==> config.mk <==
export PLATFORM = sky130hd
export DESIGN_NAME = ddr3_dm_lane_tx_gen
export DESIGN_NICKNAME = d
export VERILOG_FILES = /design/src/rtl/ddr3_dm_lane_tx_gen.sv
export SDC_FILE = /design/constraint.sdc
export NUM_CORES = 1
export LEC_CHECK = 0
export CORE_MARGIN = 2
export CORE_UTILIZATION = 45
export DETAILED_ROUTE_END_ITERATION = 7
export GPL_TIMING_DRIVEN = 0
export HOLD_SLACK_MARGIN = 0.05
export PLACE_DENSITY_LB_ADDON = 0.2
export REMOVE_ABC_BUFFERS = 1
export SLEW_MARGIN = 15
export SYNTH_ARGS = -nofsm -noshare
export SYNTH_HDL_FRONTEND = slang
export SYNTH_SLANG_ARGS = --single-unit
==> constraint.sdc <==
create_clock -name FAB_CLK -period 5.2 [get_ports FAB_CLK]
set_input_delay 1.04 -clock FAB_CLK [delete_from_list [all_inputs] [get_ports FAB_CLK]]
set_output_delay 1.04 -clock FAB_CLK [all_outputs]
set_load 0.01 [all_outputs]
==> src/rtl/ddr3_dm_lane_tx_gen.sv <==
// ddr3_dm_lane_tx_gen: DM lane write-path generator for the DDR3 PHY IOD.
// Delays write-enable/mask by wr_lat and frames each burst with OE pre/postamble and ODT hold.
module ddr3_dm_lane_tx_gen #(
    parameter int   WL_MAX      = 16,
    parameter logic DM_IDLE_VAL = 1'b0,
    parameter int   ODT_HOLD    = 2
) (
    input  logic       FAB_CLK,
    input  logic       ARST_N,
    input  logic [3:0] wr_lat,
    input  logic       wrdata_en,
    input  logic [7:0] wrdata_mask,
    input  logic       dm_force_en,
    input  logic       dm_force_val,
    input  logic       err_clr,
    output logic [7:0] TX_DATA_0,
    output logic [3:0] OE_DATA_0,
    output logic       ODT_EN_0,
    output logic       busy,
    output logic       lat_err
);
    localparam int         CW        = $clog2(ODT_HOLD + 2);
    localparam logic [7:0] IDLE_BYTE = {8{DM_IDLE_VAL}};

    typedef enum logic [1:0] {IDLE, PRE, BURST, POST} state_t;
    typedef struct packed {
        logic       en;
        logic [7:0] mask;
    } beat_t;

    beat_t         dl_q [WL_MAX];
    beat_t         dl_d [WL_MAX];
    beat_t         early;
    state_t        state_q, state_d;
    logic [3:0]    lat_q;
    logic [CW-1:0] cnt_q, cnt_d;
    logic          pend_q;
    logic [7:0]    mask_q;
    logic [7:0]    tx_q;
    logic [3:0]    oe_q;
    logic          odt_q, odt_d;
    logic          busy_q, busy_d;
    logic          err_q;
    logic          en_any;

    assign early = dl_q[lat_q];

    // Entries shifted past the active tap are dropped so busy falls as soon as the burst is consumed.
    always_comb begin
        dl_d[0].en   = wrdata_en;
        dl_d[0].mask = !wrdata_en ? 8'h00 : dm_force_en ? {8{dm_force_val}} : wrdata_mask;
        for (int i = 1; i < WL_MAX; i++) dl_d[i] = (i > int'(lat_q)) ? '0 : dl_q[i-1];
        en_any = 1'b0;
        for (int i = 0; i < WL_MAX; i++) en_any = en_any | dl_d[i].en;
    end

    // pend_q/mask_q hold the beat seen on the early tap one cycle before it is transmitted.
    always_comb begin
        state_d = state_q;
        case (state_q)
            IDLE:    state_d = early.en ? PRE : IDLE;
            PRE:     state_d = BURST;
            BURST:   state_d = pend_q ? BURST : POST;
            default: state_d = pend_q ? BURST : (early.en ? PRE : IDLE);
        endcase
        cnt_d  = (state_d == POST) ? CW'(ODT_HOLD) :
                 (state_d == IDLE && cnt_q != '0) ? cnt_q - CW'(1) : '0;
        odt_d  = (state_d != IDLE) || (cnt_q != '0);
        busy_d = en_any || (state_d != IDLE) || odt_d;
    end

    always_ff @(posedge FAB_CLK or negedge ARST_N) begin
        if (!ARST_N) begin
            for (int i = 0; i < WL_MAX; i++) dl_q[i] <= '0;
            state_q <= IDLE;
            lat_q   <= '0;
            cnt_q   <= '0;
            pend_q  <= 1'b0;
            mask_q  <= '0;
            tx_q    <= IDLE_BYTE;
            oe_q    <= '0;
            odt_q   <= 1'b0;
            busy_q  <= 1'b0;
            err_q   <= 1'b0;
        end else begin
            dl_q    <= dl_d;
            state_q <= state_d;
            lat_q   <= busy_q ? lat_q : wr_lat;
            err_q   <= (busy_q && wr_lat != lat_q) || (err_q && !err_clr);
            cnt_q   <= cnt_d;
            pend_q  <= early.en;
            mask_q  <= early.mask;
            tx_q    <= (state_d == BURST) ? mask_q : IDLE_BYTE;
            oe_q    <= (state_d != IDLE) ? 4'hF : 4'h0;
            odt_q   <= odt_d;
            busy_q  <= busy_d;
        end
    end

    assign TX_DATA_0 = tx_q;
    assign OE_DATA_0 = oe_q;
    assign ODT_EN_0  = odt_q;
    assign busy      = busy_q;
    assign lat_err   = err_q;
endmodule

Word-level counts from Yosys, hierarchy flattened --
Cells that the tools add are included.
Word-level totals: bits in registers 176, word-level logic and storage cells 120, bits of input ports 18, output and inout port bits 15
Cells by class: bitwise logic cells 16, equal/unequal tests 5, $add $sub $neg 1, multiplexer cells 28, order comparisons 16, reduce and logical (&&, ||, !) cells 12
Operators by type and width (number):
- $mux W9 | 17
- $bmux W9 S4 | 1
- $gt A4 B4 Y1 const A | 8
- $mux W8 | 3
- $gt A3 B4 Y1 const A | 4
- $or A1 B1 Y1 | 15
- $gt A2 B4 Y1 const A | 2
- $eq A2 B2 Y1 const B | 3
- $mux W2 | 3
- $pmux W2 S3 | 1
- $ge A5 B5 Y1 const B | 1
- $not A4 Y5 | 1
- $gt A1 B4 Y1 const A | 1
- $logic_not A2 Y1 | 2
- $logic_or A1 B1 Y1 | 4
- $mux W4 | 1
- $ne A4 B4 Y1 | 1
- $reduce_bool A2 Y1 | 2
- $logic_and A1 B1 Y1 | 3
- $eq A2 B1 Y1 const B | 1
- $mux W1 | 2
- $sub A2 B1 Y2 const B | 1
- $logic_not A1 Y1 | 1

Logic depth before layout (Yosys ltp) --
depth in word-level cells 19, mapped depth 8, depth with buffers taken out 7

Least setup slack after synthesis --
No wires, ideal clock.
path type register -> register, start register lat_q[1], end register mask_q[2], library setup time 0.138 ns, clock period less this slack 1.822 ns, path buffers 2, required time 5.062 ns, arrival time 1.683 ns, cell stages (with the launch flop) 5, path slack 3.378 ns, path through dfrtp_1 buf_4 clkbuf_1 mux4_2 mux4_2
RTL lines:
- start: declaration | line 35 | logic [3:0] lat_q;
- start signal: assignment | line 88 | lat_q <= busy_q ? lat_q : wr_lat;
- end signal: assignment | line 92 | mask_q <= early.mask;
- end: declaration | line 38 | logic [7:0] mask_q;

==> metrics.md <==
| Metric | Value |
|---|---|
| Status | `finished clean` |
| CTS HTree Levels | `4` |
| HP Start | `mask_q[6]` |
| Skew-Pair Late Insertion Delay | `0.42 ns` |
| Post-place setup slack | `2.222 ns` |
| Routability cong. | `0.7374` |
| Global-route total usage across every layer | `0.1912` |
| Ys flop type | `dfrtp_1` |
| Yosys reg bits | `173` |
| Crit path launch | `lat_q[0]` |
| Synth-to-Final Area Change | `14.57%` |
| DRC | `0` |
| Layout net count | `549` |
| Post-Route WL | `14490 um` |
| Part of the power in registers | `0.423` |
| Hold buffer count at CTS | `0` |
| Min-Delay Path Depth | `1` |
| Final WS setup | `2.251 ns` |
| CP max-delay cell | `a21oi_1` |
| CTS buffer count | `17` |
| FF-to-FF Start | `lat_q[0]` |
| CP Max Fanout | `27` |
| Worst Hold Class | `register to register` |
| Layout cells sized above 1 | `0.1610` |
| CTS tree | `built` |
| Switching power | `1484 uW` |
| Grt ovf | `0` |
| Sequential share of the synthesized area | `0.6060` |
| Worst slew margin | `0.3188` |
| Final ANT Viol Nets | `0` |
| Distinct cells, synth | `52` |
| Yosys top cell area share | `0.6060` |
| Post-cts sizing count | `0` |
| Maxcap violations | `0` |
| Clock Tree Root | `clkbuf_16` |
| Kind of critical path | `register to register` |
| Vias | `4088` |
| 1st-pass router iterations | `4` |
| Worst Reg2Reg Path Length in Cells | `6` |
| Crit. End Element | `register` |
| Clock-pin transition on the worst setup and hold timing paths | `0.06 ns` |
| Worst EP arrival | `3.22 ns` |
| IO Count | `33` |
| Async SR Flop Fraction | `1.000` |
| Sw Ratio | `0.3452` |
| Post-Syn Area | `0.007144 mm2` |
| CP peak stage delay | `0.83 ns` |
| FMAX | `0.3391 GHz` |
| First-pass GRT wire length | `24120 um` |
| Postcts setup bufs | `0` |
| Internal power | `2816 uW` |
| Core Region | `0.01571 mm2` |
| Final setup violation count | `0` |
| Die footprint | `0.01690 mm2` |
| Die Y | `130 um` |
| Drt wl/cell | `19.32 um` |
| Total negative slack | `0 ns` |
| Starting Density | `0.4547` |
| Max clock buf depth | `2` |
| Pwr per Cell Area | `525.3 mW/mm2` |
| Worst-Margin Slew | `1.022 ns` |
| Row Count | `46` |
| Worst vdd rail ir drop | `0.2757 mV` |
| Final Cycle Share | `0.5671` |
| Die width | `130 um` |
| Initial antenna violation count | `0` |
| Fin. max-slew vios | `0` |
| Synth Warn # | `0` |
| Leak pwr | `0.003893 uW` |
| Logic pwr share | `0.309` |
| Count leader, synth | `dfrtp_1` |
| Post-synth top area cell | `dfrtp_1` |
| DR vias/cell | `5.451` |
| Clk pwr share | `0.268` |
| Detailed Route Iter0 Violations | `293` |
| Placed cell areas | `0.007667 mm2` |
| Syn_area_per_cell | `14.26 um2` |
| Largest net degree at the start of global routing | `102` |
| Top post-synthesis cells by count | `dfrtp_1, nor2b_1, and2_1, mux4_2, and3_1` |
| Hold Vio Cnt, Final | `0` |
| CP required | `5.47 ns` |
| Clock skew | `0.006524 ns` |
| Fin crit period | `2.949 ns` |
| Setup crit start kind | `register` |
| Number of synthesized flops with an enable pin | `0` |
| Total Power | `4300 uW` |
| ANT cells | `0` |
| I/O Buffers | `32` |
| Top post-synthesis cells by area | `dfrtp_1, mux4_2, nor2b_1` |
| CP cell instances | `buf_12 -> and2_1 -> a21oi_1 -> nor2b_1 -> nor4bb_1 -> o211ai_1` |
| Design area | `0.008185 mm2` |
| Vias in the first global route | `4255` |
| HPWL Detailed | `9038 um` |
| TritonCTS Sinks | `173` |
| RSZ-0062 raised after global routing | `no` |
| Synthesized instance count | `501` |
[cell families (layout without fill, tap and decap cells)]
kind of cell    after synthesis  count (layout)  share of synthesized area
simple gates                183             183                     0.1555
flops                       173             173                     0.6060
mux                          49              49                     0.1406
compound gates               48              48                    0.05464
buf+inv                      40              73                    0.03135
fa+ha+maj                     4               4                   0.007006
xor+xnor                      4               4                   0.004903
[sequential cells by signal (all words and copies together) (netlist names)]
| name | cells |
|---|---|
| ODT_EN_0 | 1 |
| OE_DATA_0 | 1 |
| TX_DATA_0 | 8 |
| busy | 1 |
| cnt_q | 2 |
| dl_q | 144 |
| lat_err | 1 |
| lat_q | 4 |
| mask_q | 8 |
| pend_q | 1 |
| state_q | 2 |
[routing by layer]
layer / vias up / track usage / part of all wire
li1: 1816 / - / -
met1: 2164 / 0.2852 / 0.48
met2: 93 / 0.2864 / 0.46
met3: 15 / 0.03403 / 0.047
met4: 0 / 0.06641 / 0.015
met5: - / 0 / 0
[worst paths after layout]
check / to / slack [ns]
min reg2reg: TX_DATA_0[6] / 0.47
min in group asynchronous: dl_q[5] / 0.57
max reg2reg: busy / 2.25
max: busy / 2.25
max in group asynchronous: lat_q[1] / 3.75
min: TX_DATA_0[6] / 0.47
[critical path, delay by kind of cell (launching register included)]
family	cells	cell delay (ns)
AOI/OAI and AO/OA	2	0.99
and+or+nand+nor	3	0.89
DFF	1	0.65
buffers and inverters	1	0.25
[power by group through the flow]
stage / Clock (uW) / Combinational [uW] / Sequential [uW]
detailed placement: 0 / 1340 / 1850
floorplan: 0 / 746 / 1840
CTS: 1190 / 1350 / 1830
finish: 1150 / 1330 / 1820
global placement: 0 / 1150 / 1960
global route: 1240 / 1450 / 1860
[placed cells by master, fill, tap and decap left out, types with 3 or more instances in the layout]
| master | synthesis | routed |
|---|---|---|
| nand2b_1 | 8 | 8 |
| nor2_1 | 14 | 14 |
| and2_1 | 47 | 47 |
| xor2_1 | 4 | 4 |
| mux2i_1 | 4 | 4 |
| o21ai_0 | 3 | 3 |
| clkbuf_1 | 10 | 3 |
| clkdlybuf4s50_1 | 0 | 31 |
| nor2b_1 | 64 | 64 |
| mux4_2 | 38 | 38 |
| nand2_1 | 4 | 4 |
| nor3_2 | 2 | 3 |
| and3_1 | 36 | 36 |
| a21oi_1 | 4 | 4 |
| inv_1 | 11 | 11 |
| o21a_1 | 4 | 4 |
| mux2_2 | 5 | 5 |
| dfrtp_1 | 173 | 169 |
| a22o_1 | 3 | 3 |
| clkbuf_8 | 0 | 3 |
| clkbuf_16 | 0 | 17 |
| a21boi_0 | 8 | 8 |
| ha_1 | 4 | 4 |
[through the flow]
stage               utilization  instances  hold slack, ns
finish                   0.5209        750          0.4714
global route             0.5209        750          0.4896
CTS                      0.5209        750          0.4742
detailed placement       0.4880        724          0.4605
global placement         0.4807        720          0.4524
floorplan                     -        472          0.4477
[layout make-up]
class,instances,area [um2]
Fill cell,1279,7527
Timing Repair Buffer,36,420.4
Multi-Input combinational cell,288,2596
Inverter,11,41.29
Clock buffer,23,478.0
Sequential cell,173,4339
Clock inverter,3,40.04
Tap cell,216,270.3
Power figures use the tool's default switching activity.
